--- src/rtl/c1_pkg.sv ---
// Shared definitions for the C1 bus sequencer: zone identifiers, FSM state
// encoding and the cartridge port wait-code decode.
package c1_pkg;

    // Zone identifiers reported on ZONE_ID (lower value = higher priority)
    localparam logic [2:0] ZN_ROM  = 3'd0;
    localparam logic [2:0] ZN_WRAM = 3'd1;
    localparam logic [2:0] ZN_PORT = 3'd2;
    localparam logic [2:0] ZN_IO   = 3'd3;
    localparam logic [2:0] ZN_CARD = 3'd4;
    localparam logic [2:0] ZN_SROM = 3'd5;
    localparam logic [2:0] ZN_SRAM = 3'd6;
    localparam logic [2:0] ZN_NONE = 3'd7;

    typedef enum logic [2:0] {
        IDLE,
        WAIT,
        PREADY,
        ACK,
        HANG,
        BERR
    } state_t;

    // Port wait code: active-low pins, so the wait count is the inverted pair
    // (11 -> 0, 10 -> 1, 01 -> 2, 00 -> 3).
    function automatic logic [1:0] pwait_decode(input logic npwait1, input logic npwait0);
        return ~{npwait1, npwait0};
    endfunction

endpackage

--- src/rtl/c1_zone_encode.sv ---
// Combinational priority encoder from the seven active-low zone selects to a
// 3-bit zone ID. Bit i of zone_n selects zone i; the lowest index wins.
module c1_zone_encode
    import c1_pkg::*;
(
    input  logic [6:0] zone_n,
    output logic [2:0] zone_id,
    output logic       zone_valid
);

    // Scan from lowest to highest priority so the highest-priority select wins
    always_comb begin
        zone_id    = ZN_NONE;
        zone_valid = 1'b0;
        for (int i = 6; i >= 0; i--) begin
            if (!zone_n[i]) begin
                zone_id    = 3'(i);
                zone_valid = 1'b1;
            end
        end
    end

endmodule

--- src/rtl/c1_bus_sequencer.sv ---
// C1 bus sequencer: captures the active zone when nAS falls, counts the
// per-zone wait states (including cartridge-driven waits) and drives nDTACK.
// Optional bus-error timeout is compiled in with C1_BERR_TIMEOUT_EN.
module c1_bus_sequencer
    import c1_pkg::*;
#(
    parameter int WAIT_CARD      = 2,
    parameter int WAIT_PAL       = 1,
    parameter int WAIT_SROM      = 0,
    parameter int TIMEOUT_CYCLES = 255
) (
    input  logic       CLK_68KCLK,
    input  logic       RESET,
    input  logic       nAS,
    input  logic       RW,
    input  logic       nLDS,
    input  logic       nUDS,
    input  logic       nROM_ZONE,
    input  logic       nWRAM_ZONE,
    input  logic       nPORT_ZONE,
    input  logic       nIO_ZONE,
    input  logic       nCARD_ZONE,
    input  logic       nSROM_ZONE,
    input  logic       nSRAM_ZONE,
    input  logic       nPAL_ZONE,
    input  logic       nROMWAIT,
    input  logic       nPWAIT1,
    input  logic       nPWAIT0,
    input  logic       PDTACK,
    output logic       nDTACK,
    output logic       nBERR,
    output logic       BUSY,
    output logic [2:0] ZONE_ID
);

    logic [2:0] enc_id;
    logic       enc_valid;

    logic [2:0] cap_id;
    logic       cap_valid;
    logic       cap_port;
    logic [7:0] cap_wait;

    state_t     state_reg;
    logic [7:0] cnt_reg;
    logic       port_reg;
    logic       nberr_reg;
    logic       timeout_hit;

    // Strobes only qualify ZONE_ID for debug and never affect sequencing
    logic unused_strobes;
    assign unused_strobes = &{1'b0, RW, nLDS, nUDS};

    c1_zone_encode u_zone_encode (
        .zone_n     ({nSRAM_ZONE, nSROM_ZONE, nCARD_ZONE, nIO_ZONE,
                      nPORT_ZONE, nWRAM_ZONE, nROM_ZONE}),
        .zone_id    (enc_id),
        .zone_valid (enc_valid)
    );

    // Zone and wait count as they would be latched on a capture edge.
    // The palette select overrides the encoder; it reports as the SRAM ID
    // only when SRAM itself is not selected.
    always_comb begin
        cap_id    = enc_id;
        cap_valid = enc_valid;
        cap_port  = enc_valid && (enc_id == ZN_PORT);
        cap_wait  = 8'd0;
        if (!nPAL_ZONE) begin
            cap_valid = 1'b1;
            cap_port  = 1'b0;
            cap_wait  = 8'(WAIT_PAL);
            if (nSRAM_ZONE) begin
                cap_id = ZN_SRAM;
            end
        end else if (enc_valid) begin
            case (enc_id)
                ZN_ROM:  cap_wait = nROMWAIT ? 8'd0 : 8'd1;
                ZN_PORT: cap_wait = {6'd0, pwait_decode(nPWAIT1, nPWAIT0)};
                ZN_CARD: cap_wait = 8'(WAIT_CARD);
                ZN_SROM: cap_wait = 8'(WAIT_SROM);
                default: cap_wait = 8'd0;
            endcase
        end
    end

`ifdef C1_BERR_TIMEOUT_EN
    logic [7:0] tcnt_reg;

    assign timeout_hit = (tcnt_reg == 8'(TIMEOUT_CYCLES - 1));

    // Timeout counter: cleared at capture, runs while the cycle is stalled
    always_ff @(posedge CLK_68KCLK or posedge RESET) begin
        if (RESET) begin
            tcnt_reg <= 8'd0;
        end else if (state_reg == IDLE) begin
            tcnt_reg <= 8'd0;
        end else if (state_reg == WAIT || state_reg == PREADY || state_reg == HANG) begin
            tcnt_reg <= tcnt_reg + 8'd1;
        end
    end
`else
    // Without the timeout nothing ever fires, so nBERR stays at its reset value
    logic [7:0] unused_timeout;
    assign unused_timeout = 8'(TIMEOUT_CYCLES);
    assign timeout_hit    = 1'b0;
`endif

    assign nBERR = nberr_reg;

    // Bus-cycle FSM with registered nDTACK / nBERR / BUSY / ZONE_ID
    always_ff @(posedge CLK_68KCLK or posedge RESET) begin
        if (RESET) begin
            state_reg <= IDLE;
            cnt_reg   <= 8'd0;
            port_reg  <= 1'b0;
            nDTACK    <= 1'b1;
            nberr_reg <= 1'b1;
            BUSY      <= 1'b0;
            ZONE_ID   <= ZN_NONE;
        end else begin
            case (state_reg)
                IDLE: begin
                    if (!nAS) begin
                        ZONE_ID  <= cap_id;
                        BUSY     <= 1'b1;
                        cnt_reg  <= cap_wait;
                        port_reg <= cap_port;
                        if (!cap_valid) begin
                            state_reg <= HANG;
                        end else if (cap_wait == 8'd0) begin
                            state_reg <= ACK;
                        end else begin
                            state_reg <= WAIT;
                        end
                    end
                end
                WAIT: begin
                    if (nAS) begin
                        state_reg <= IDLE;
                        BUSY      <= 1'b0;
                    end else begin
                        cnt_reg <= cnt_reg - 8'd1;
                        if (cnt_reg == 8'd1) begin
                            state_reg <= port_reg ? PREADY : ACK;
                        end else if (timeout_hit) begin
                            state_reg <= BERR;
                            nberr_reg <= 1'b0;
                        end
                    end
                end
                PREADY: begin
                    if (nAS) begin
                        state_reg <= IDLE;
                        BUSY      <= 1'b0;
                    end else if (PDTACK) begin
                        state_reg <= ACK;
                    end else if (timeout_hit) begin
                        state_reg <= BERR;
                        nberr_reg <= 1'b0;
                    end
                end
                ACK: begin
                    if (nAS) begin
                        state_reg <= IDLE;
                        nDTACK    <= 1'b1;
                        BUSY      <= 1'b0;
                    end else begin
                        nDTACK <= 1'b0;
                    end
                end
                HANG: begin
                    if (nAS) begin
                        state_reg <= IDLE;
                        BUSY      <= 1'b0;
                    end else if (timeout_hit) begin
                        state_reg <= BERR;
                        nberr_reg <= 1'b0;
                    end
                end
                BERR: begin
                    if (nAS) begin
                        state_reg <= IDLE;
                        nberr_reg <= 1'b1;
                        BUSY      <= 1'b0;
                    end
                end
                default: begin
                    state_reg <= IDLE;
                    nDTACK    <= 1'b1;
                    nberr_reg <= 1'b1;
                    BUSY      <= 1'b0;
                end
            endcase
        end
    end

endmodule

--- config.mk ---
export PLATFORM = sky130hd
export DESIGN_NAME = c1_bus_sequencer
export DESIGN_NICKNAME = d
export VERILOG_FILES = /design/src/rtl/c1_pkg.sv /design/src/rtl/c1_zone_encode.sv /design/src/rtl/c1_bus_sequencer.sv
export SDC_FILE = /design/constraint.sdc
export NUM_CORES = 1
export LEC_CHECK = 0
export BUFFER_PORTS_ARGS = -buffer_cell sky130_fd_sc_hd__buf_2
export CAP_MARGIN = 20
export CORE_MARGIN = 2
export CORE_UTILIZATION = 45
export CTS_CLUSTER_DIAMETER = 200
export DETAILED_ROUTE_END_ITERATION = 8
export GPL_ROUTABILITY_DRIVEN = 0
export PLACE_DENSITY_LB_ADDON = 0.08
export SLEW_MARGIN = 15
export SYNTH_ARGS = -nofsm -noshare
export SYNTH_HDL_FRONTEND = slang
export SYNTH_HIERARCHICAL = 1
export SYNTH_SLANG_ARGS = --single-unit
--- constraint.sdc ---
create_clock -name CLK_68KCLK -period 1.4 [get_ports CLK_68KCLK]
set_input_delay 0.21 -clock CLK_68KCLK [delete_from_list [all_inputs] [get_ports CLK_68KCLK]]
set_output_delay 0.21 -clock CLK_68KCLK [all_outputs]
set_load 0.05 [all_outputs]
==> run summary, run 1 <==
* **Design Power** 3.05 mW
* **count of pins over their slew limit** 0
* **Pint** 1.70 mW
* **Die ar.** 3080 um2
* **Clock Path Buffers** 2
* **final worst slack** -181 ps
* **global-route wire length before repair** 5060 um
* **half-perimeter wire length after placement** 2150 um
* **launch point of the worst reg-to-reg path** state_reg[1]$_DFFE_PP0P_
* **cell area after synthesis** 1190 um2
* **number of input and output port buffers inserted** 19
* **TNS Setup** -635 ps
* **clock input transition at the sequential cells of the worst setup and hold paths** 100 ps
* **area growth from synthesis to layout** 39.2%
* **number of enable flip-flop cells after synthesis** 0
* **initial antenna violation count** 0
* **number of antenna repair diodes** 0
* **Hold WC Path Type** in2reg
* **maximum fanout encountered on the critical timing path** 6
* **time the final worst path needs with I/O delays and setup** 1580 ps
* **count of endpoints failing setup in the final report** 6
* **starting utilization of the core area** 47.7%
* **residual overflow from global routing** 0
* **Placement Rows** 18
* **final worst-path cycle share** 113%
* **Yosys top cell by area** dfrtp_1
* **iteration-0 DRC count of the detailed router** 22
* **setup repair after global routing missed its margin** yes
* **count of synthesis-stage warnings from yosys** 6
* **Critical Path RT** 1640 ps
* **# DRC** 0
* **most numerous cell in the Yosys netlist** nor2_1
* **via count of the first global-routing pass** 1152
* **final net count** 201
* **count of mapped cells out of synthesis** 127
* **Root Buffer Master** clkbuf_4
* **final-report hold violation count** 0
* **sequential group share of total power** 28.8%
* **via count** 1121
* **share of post-route cells with drive strength above 1** 47.2%
* **H-tree depth** 1
* **total routing usage reported by global routing** 20.3%
* **total leakage power** 0.800 nW
* **predominant post-synthesis flop cell** dfrtp_1
* **crit path kind** reg2reg
* **sequential share of the synthesized area** 36.1%
* **Worst Clk Skew** 1.88 ps
* **max reg flops** 8
* **Netlist cell types** 53
* **clock latency at the later pin of the worst-skew pair** 290 ps
* **drt first pass iters** 4
* **top cell types by occurrence after synthesis** nor2_1 (16), dfrtp_1 (13), nand2_1 (11), inv_1 (7), xor2_1 (5)
* **Yosys reg bits** 17
* **synthesized netlist net count** 147
* **clock tree from TritonCTS** built
* **Worst R2R Path Depth** 4
* **failing checks** negative setup slack
* **CP Data Arrival Time** 1820 ps
* **Setup crit start kind** flip-flop
* **endpoint class of the critical path** flip-flop
* **async set or reset register ratio after synthesis** 100%
* **number of top-level design ports** 24
* **setup slack at placement** -274 ps
* **share of total power in combinational logic** 62.4%
* **Clk network pwr share** 8.8%
* **cell types with the largest area share after synthesis** dfrtp_1 (27%), dfstp_2 (8.8%), nor2_1 (5.0%)
* **Post-Route WL** 2840 um
* **clock net sink count** 17
* **largest voltage drop on the vdd net** 1210 uV
* **power density over the cells** 1840 nW/um2
* **Post-Syn Area per Cell** 9.39 um2
* **width of the die** 55.5 um
* **switching fraction of total power** 44.2%
* **launching element of the worst setup path** state_reg[1]$_DFFE_PP0P_
* **number of maximum-capacitance violations** 0
* **mean number of vias per cell** 5.34
* **HP Start** nPAL_ZONE
* **standard cell core area** 2500 um2
* **DRT antenna net count** 0
* **Max Fclk** 0.633 GHz
* **net switching power** 1.35 mW
* **average wire length per cell after detail routing** 13.5 um
* **worst-case hold slack** 295 ps
* **area fraction of the dominant cell type after synthesis** 27.3%
* **hold depth** 4
* **Die Ht** 55.5 um
* **total clock buffers created by CTS** 3
* **outcome** finished, violations left
* **pin count of the biggest net entering global routing** 18
layout by cell type, fill, tap and decap left out, types with 2 or more instances in the layout:
cell type / instances
nand4_1: 2
nand2_1: 11
o21ai_1: 4
a31oi_1: 2
buf_2: 20
xor2_1: 5
nor2_1: 15
or2b_1: 2
o21a_1: 2
buf_6: 3
a21oi_1: 3
ha_1: 2
nor4_4: 3
nor2_2: 2
o211a_1: 2
nand3_2: 3
clkbuf_4: 3
inv_1: 7
dfrtp_1: 12
dfstp_2: 4
nand2b_1: 2
buf_4: 30
o21ai_0: 4
nor3_1: 2
nor2b_1: 3
worst max-delay path: stages, from the launching register on:
cell and delay, ps:
dfrtp_2 460, or4b_4 580, a31oi_4 180, or2_4 160, o211a_1 150
per-stage QoR:
stage	cells	area [um2]	utilization [%]
after floorplan	127	1230	-
after global routing	210	1660	66.4
final	210	1660	66.4
after global placement	202	1560	62.5
after CTS	209	1620	65.0
after detailed placement	202	1560	62.5
logic make-up (layout without fill, tap and decap cells):
family / after synthesis / count (layout) / synth area share (%)
adder cells (fa/ha/maj): 2 / 2 / 2.10
buffers and inverters: 12 / 65 / 5.25
AO/OA/AOI/OAI: 30 / 30 / 19.9
AND/OR/NAND/NOR: 57 / 57 / 30.0
XOR/XNOR: 6 / 6 / 4.41
multiplexers: 2 / 2 / 1.89
other: 1 / 1 / 0.314
flip-flops: 17 / 17 / 36.1
what timing repair did:
item | in CTS | in global routing
setup endpoints to repair | 10 | 14
setup buffers | 1 | 1
cloned | 1 | 0
resized for setup | 2 | 7
pin swaps | 3 | 3
endpoints found under the hold margin | 13 | 0
hold buffers | 1 | 0
path summary, 6_finish.rpt:
path                                            end  slack, ps
setup / recovery           state_reg[1]$_DFFE_PP0P_       -180
hold / removal               ZONE_ID[1]$_DFFE_PP1P_        300
setup reg to reg           state_reg[1]$_DFFE_PP0P_       -180
hold reg to reg              ZONE_ID[1]$_DFFE_PP1P_        460
max in group asynchronous        nDTACK$_DFFE_PP1N_        680
min in group asynchronous    cnt_reg[1]$_DFFE_PP0P_        460
per-layer routing:
| layer | up-vias | wire length, um | GRT usage [%] | share of wire (%) |
|---|---|---|---|---|
| li1 | 563 | - | - | - |
| met1 | 540 | 1330 | 26.3 | 47 |
| met2 | 13 | 1410 | 35.4 | 50 |
| met3 | 5 | 56 | 2.34 | 2.0 |
| met4 | 0 | 40 | 6.27 | 1.4 |
| met5 | - | 0 | 0 | 0 |
power groups by stage:
stage	Combinational, mW	Sequential, mW	Clock [mW]
after floorplan	0.988	1.13	0
after global placement	1.72	0.874	0
after detailed placement	1.75	0.884	0
after CTS	1.82	0.873	0.280
after global routing	2.06	0.907	0.299
final	1.90	0.877	0.269
area by class of cell:
type,count,area [um2]
clock buffer,3,22.5
clock inverter,1,5.00
multi-input combinational,98,768
timing repair buffer,54,369
tap,30,37.5
sequential,17,432
inverter,7,26.3
fill,204,840
Power figures use the tool's default switching activity.
==> inputs of run 2 (changes only) <==
--- a/config.mk
+++ b/config.mk
@@ -5,7 +5,7 @@
 export SDC_FILE = /design/constraint.sdc
 export NUM_CORES = 1
 export LEC_CHECK = 0
-export BUFFER_PORTS_ARGS = -buffer_cell sky130_fd_sc_hd__buf_2
+export BUFFER_PORTS_ARGS = -buffer_cell sky130_fd_sc_hd__buf_4
 export CAP_MARGIN = 20
 export CORE_MARGIN = 2
 export CORE_UTILIZATION = 45
==> run 2 against run 1 <==
Effect of this change:
- the flow still finishes with violations (negative setup slack)
- via count down 0.36%
- clock skew is 6.6 ps higher
- cell count rose by 0.95%
- combinational power up 2%
- critical path depth unchanged
- sequential power is 0.5% higher
- non-clock buffer count grew 2
- sequential cell count is the same
- worst hold slack worse by 25 ps
- critical path type unchanged
- largest cell class unchanged
- largest power group unchanged
==> run summary, run 2 (synthesis gave the netlist of run 1 again) <==
* **width of the die** 55.5 um
* **Max Fclk** 0.631 GHz
* **share of post-route cells with drive strength above 1** 47.3%
* **Root Buffer Master** clkbuf_4
* **DRT antenna net count** 0
* **most common cell after layout, fill and taps aside** buf_4
* **average wire length per cell after detail routing** 13.2 um
* **clock latency at the later pin of the worst-skew pair** 300 ps
* **TNS Setup** -833 ps
* **number of top-level design ports** 24
* **via count** 1117
* **residual overflow from global routing** 0
* **Die ar.** 3080 um2
* **outcome** finished, violations left
* **via count of the first global-routing pass** 1152
* **half-perimeter wire length after placement** 2190 um
* **final net count** 203
* **Worst Clk Skew** 8.43 ps
* **most frequent cells in the layout** buf_4 (53), nor2_1 (15), dfrtp_1 (12)
* **time the final worst path needs with I/O delays and setup** 1590 ps
* **largest voltage drop on the vdd net** 1330 uV
* **area growth from synthesis to layout** 43.9%
* **Critical Path RT** 1640 ps
* **count of pins over their slew limit** 0
* **total routing usage reported by global routing** 19.9%
* **power density over the cells** 1810 nW/um2
* **standard cell core area** 2500 um2
* **launching element of the worst setup path** state_reg[1]$_DFFE_PP0P_
* **clock input transition at the sequential cells of the worst setup and hold paths** 100 ps
* **total leakage power** 0.825 nW
* **crit path kind** reg2reg
* **CP Data Arrival Time** 1830 ps
* **failing checks** negative setup slack
* **number of input and output port buffers inserted** 19
* **number of maximum-capacitance violations** 0
* **DR top layer** met4
* **total clock buffers created by CTS** 3
* **launch point of the worst reg-to-reg path** state_reg[1]$_DFFE_PP0P_
* **count of endpoints failing setup in the final report** 9
* **Placement Rows** 18
* **global-route wire length before repair** 4930 um
* **final worst slack** -186 ps
* **met3 routed wirelength** 52 um
* **Design Power** 3.10 mW
* **Post-Route WL** 2800 um
* **clock tree from TritonCTS** built
* **Clock Path Buffers** 2
* **iteration-0 DRC count of the detailed router** 41
* **pin count of the biggest net entering global routing** 18
* **setup slack at placement** -244 ps
* **endpoint class of the critical path** flip-flop
* **maximum fanout encountered on the critical timing path** 7
* **setup repair after global routing missed its margin** yes
* **number of antenna repair diodes** 0
* **initial antenna violation count** 0
* **HP Start** nPAL_ZONE
* **H-tree depth** 1
* **Setup crit start kind** flip-flop
* **fill cell total of the finished layout** 206
* **post-route met1 wirelength** 1310 um
* **final-report hold violation count** 0
* **max reg flops** 8
* **Hold WC Path Type** in2reg
* **Final Instance Count excl. Fillers** 212
* **cell total after placement** 204
* **clock net sink count** 17
* **starting utilization of the core area** 47.7%
* **Die Ht** 55.5 um
* **drt first pass iters** 4
* **final worst-path cycle share** 113%
* **# DRC** 0
* **mean number of vias per cell** 5.27
* **routed wire length on met2** 1390 um
==> run 2: cell count changes in the layout (fill, tap and decap cells not counted), sizes merged <==
cell,before,now
buf,53,55
==> run 2: stage by stage <==
step / hold WS [ps] / cell area (um2) / util, %
floorplan: 133 / 1230 / -
global placement: 237 / 1620 / 65.0
detailed placement: 241 / 1620 / 65.0
CTS: 262 / 1700 / 68.0
global route: 290 / 1720 / 68.6
finish: 270 / 1720 / 68.6
==> run 2: report_power, final <==
group | switching [mW] | total, mW | internal, mW
sequential | 0.160 | 0.881 | 0.720
combinational | 1.01 | 1.94 | 0.936
clock | 0.173 | 0.279 | 0.107
==> run 2: layout make-up <==
cell class	count	area (um2)	area share, %
Tap cell	30	37.5	2.19
Inverter	7	26.3	1.53
Clock buffer	3	22.5	1.31
Clock inverter	1	5.00	0.292
Sequential cell	17	432	25.2
Multi-Input combinational cell	98	762	44.4
Timing Repair Buffer	56	430	25.1
==> run 2: timing repair <==
action,CTS,global route
pin swaps,5,4
hold buffers,1,0
buffers inserted,3,0
setup endpoints to repair,9,12
gates resized for setup,3,4
endpoints found under the hold margin,13,0
==> run 2: layer usage <==
layer,up-vias,global-route usage [%]
li1,560,-
met1,535,25.6
met2,15,34.2
met3,7,2.34
met4,0,6.97
met5,-,0
==> run 2: worst paths after layout <==
kind | endpoint | slack [ps] | depth (start not counted)
setup / recovery | state_reg[1]$_DFFE_PP0P_ | -190 | 4
hold / removal | ZONE_ID[2]$_DFFE_PP1P_ | 270 | 4
setup reg to reg | state_reg[1]$_DFFE_PP0P_ | -190 | 4
hold reg to reg | ZONE_ID[0]$_DFFE_PP1P_ | 470 | 2
max in group asynchronous | nDTACK$_DFFE_PP1N_ | 680 | 4
min in group asynchronous | cnt_reg[7]$_DFFE_PP0P_ | 460 | 4
==> run 2: critical path, cell delays in order, from the launching register on <==
cell	delay [ps]
dfrtp_2	450
or4b_4	580
a31oi_4	180
or2_4	160
o211a_1	150
==> inputs of run 3 (changes only) <==
--- a/config.mk
+++ b/config.mk
@@ -7,7 +7,7 @@
 export LEC_CHECK = 0
 export BUFFER_PORTS_ARGS = -buffer_cell sky130_fd_sc_hd__buf_4
 export CAP_MARGIN = 20
-export CORE_MARGIN = 2
+export CORE_MARGIN = 4
 export CORE_UTILIZATION = 45
 export CTS_CLUSTER_DIAMETER = 200
 export DETAILED_ROUTE_END_ITERATION = 8
==> constraint.sdc (replaced) <==
create_clock -name CLK_68KCLK -period 1.8 [get_ports CLK_68KCLK]
set_input_delay 0.27 -clock CLK_68KCLK [delete_from_list [all_inputs] [get_ports CLK_68KCLK]]
set_output_delay 0.27 -clock CLK_68KCLK [all_outputs]
set_load 0.05 [all_outputs]
==> run 3 against run 2 <==
Effect of this change:
- the run now ends clean
- worst hold slack worse by 210 ps
- clock-buffer cell count unchanged
- die area is 15% higher
- combinational power down 42%
- routed wire length is 12% lower
- non-clock buffer count shrank 30
- cell area shrank 17%
- cell count decreased by 14%
- maximum frequency is 3.1% lower
- critical path type unchanged
- highest routed layer unchanged
==> run summary, run 3 (synthesis gave the netlist of run 1 again) <==
* **outcome** complete, no violations
* **met2 Track Usage GR** 25.1%
* **# DRC** 0
* **GR peak layer** met2
* **global-route wire length before repair** 4230 um
* **Buffers & Inverters on Critical Path** 0
* **clock input transition at the sequential cells of the worst setup and hold paths** 100 ps
* **endpoint class of the critical path** flip-flop
* **Critical Path RT** 2030 ps
* **area taken by multi-input logic gates** 699 um2
* **slowest stage cell on the critical path** or4b_4
* **residual overflow from global routing** 0
* **count of pins over their slew limit** 0
* **Placement Rows** 18
* **Worst path top cell family by delay** simple AND/OR/NAND/NOR gates
* **final worst slack** 164 ps
* **iteration-0 DRC count of the detailed router** 44
* **Post-CTS Setup Inserts** 0
* **endpoint of the worst setup timing path** state_reg[1]$_DFFE_PP0P_
* **Reg2Reg Setup Slack** 160 ps
* **footprint of the flip-flops and latches** 430 um2
* **met3 global-route usage** 2.83%
* **maximum fanout encountered on the critical timing path** 4
* **mean number of vias per cell** 5.41
* **launch point of the worst reg-to-reg path** state_reg[1]$_DFFE_PP0P_
* **Die ar.** 3540 um2
* **Post-Route WL** 2470 um
* **crit path kind** reg2reg
* **total routing usage reported by global routing** 16.0%
* **clock net sink count** 17
* **number of top-level design ports** 24
* **max reg flops** 8
* **share of post-route cells with drive strength above 1** 32.9%
* **final worst-path cycle share** 90.9%
* **area growth from synthesis to layout** 18.8%
* **endpoint of the worst-slack reg-to-reg timing path** state_reg[1]$_DFFE_PP0P_
* **pin count of the biggest net entering global routing** 18
* **final-report hold violation count** 0
* **fill cell total of the finished layout** 220
* **Root Buffer Master** clkbuf_4
* **initial antenna violation count** 0
* **slew at the pin with the worst max-slew slack** 643 ps
* **Die Ht** 59.5 um
* **CP Data Arrival Time** 1870 ps
* **setup repair after global routing missed its margin** no
* **critical path's largest stage delay** 590 ps
* **via count** 984
* **launching element of the worst setup path** state_reg[1]$_DFFE_PP0P_
* **worst-case hold slack** 58.2 ps
* **Worst Clk Skew** 2.93 ps
* **clock tree from TritonCTS** built
* **starting utilization of the core area** 47.7%
* **Worst R2R Path Depth** 4
* **number of buffers added to fix hold violations after cts** 0
* **total leakage power** 0.657 nW
* **setup slack at placement** -76.8 ps
* **H-tree depth** 1
* **met1 track utilization from global routing** 21.2%
* **via count of the first global-routing pass** 968
* **most common cell after layout, fill and taps aside** buf_4
* **DRT antenna net count** 0
* **time the final worst path needs with I/O delays and setup** 1640 ps
* **TNS Setup** 0 ps
* **Max Fclk** 0.611 GHz
* **standard cell core area** 2500 um2
* **largest voltage drop on the vdd net** 766 uV
* **count of endpoints failing setup in the final report** 0
* **Setup crit start kind** flip-flop
* **list of cells traversed by the critical path** or4b_4 -> a31oi_2 -> or2_4 -> o211a_1
* **quantity of gates resized following cts** 0
* **total clock buffers created by CTS** 3
* **width of the die** 59.5 um
* **most frequent cells in the layout** buf_4 (26), nor2_1 (16), dfrtp_1 (13)
* **Clock Path Buffers** 2
* **half-perimeter wire length after placement** 1940 um
* **final net count** 173
* **number of input and output port buffers inserted** 19
* **number of antenna repair diodes** 0
* **total number of cells along the worst setup path** 4
* **Hold WC Path Type** in2async
* **average wire length per cell after detail routing** 13.6 um
* **worst relative slew slack** 57.1%
* **power density over the cells** 1440 nW/um2
* **number of maximum-capacitance violations** 0
* **drt first pass iters** 4
* **clock latency at the later pin of the worst-skew pair** 290 ps
==> run 3: power by group <==
group	switching, mW	internal, mW	total [mW]
logic	0.644	0.488	1.13
clock network	0.121	0.0826	0.204
registers	0.148	0.558	0.706
total	0.913	1.13	2.04
==> run 3: how the worst min path moves through the flow <==
stage,from,end
after CTS,RESET,cnt_reg[0]$_DFFE_PP0P_
after detailed placement,RESET,cnt_reg[0]$_DFFE_PP0P_
after floorplan,RESET,BUSY$_DFFE_PP0P_
final,RESET,cnt_reg[0]$_DFFE_PP0P_
after global placement,RESET,cnt_reg[1]$_DFFE_PP0P_
after global routing,RESET,cnt_reg[0]$_DFFE_PP0P_
==> run 3: area by class of cell <==
cell class,instances,area share (%)
Clock buffer,3,1.59
Sequential cell,17,30.4
Tap cell,30,2.65
Timing Repair Buffer,26,13.8
Clock inverter,1,0.353
Multi-Input combinational cell,98,49.4
Inverter,7,1.86
==> run 3: worst reg2reg max path: stages, from the launching register on <==
cell,delay (ps)
dfrtp_1,420
or4b_4,590
a31oi_2,240
or2_4,180
o211a_1,150
==> run 3: per-stage QoR <==
| step | instances | utilization [%] | total power, mW | cell area, um2 |
|---|---|---|---|---|
| CTS | 182 | 56.7 | 2.06 | 1420 |
| floorplan | 127 | - | 1.58 | 1190 |
| detailed placement | 178 | 55.6 | 1.85 | 1390 |
| finish | 182 | 56.7 | 2.04 | 1420 |
| global placement | 178 | 55.6 | 1.82 | 1390 |
| global route | 182 | 56.7 | 2.21 | 1420 |
==> run 3: per-layer routing <==
metal	vias to the layer above	part of all wire [%]
met5	-	0
met1	466	47
met2	13	49
met4	0	0.93
li1	503	-
met3	2	3.0
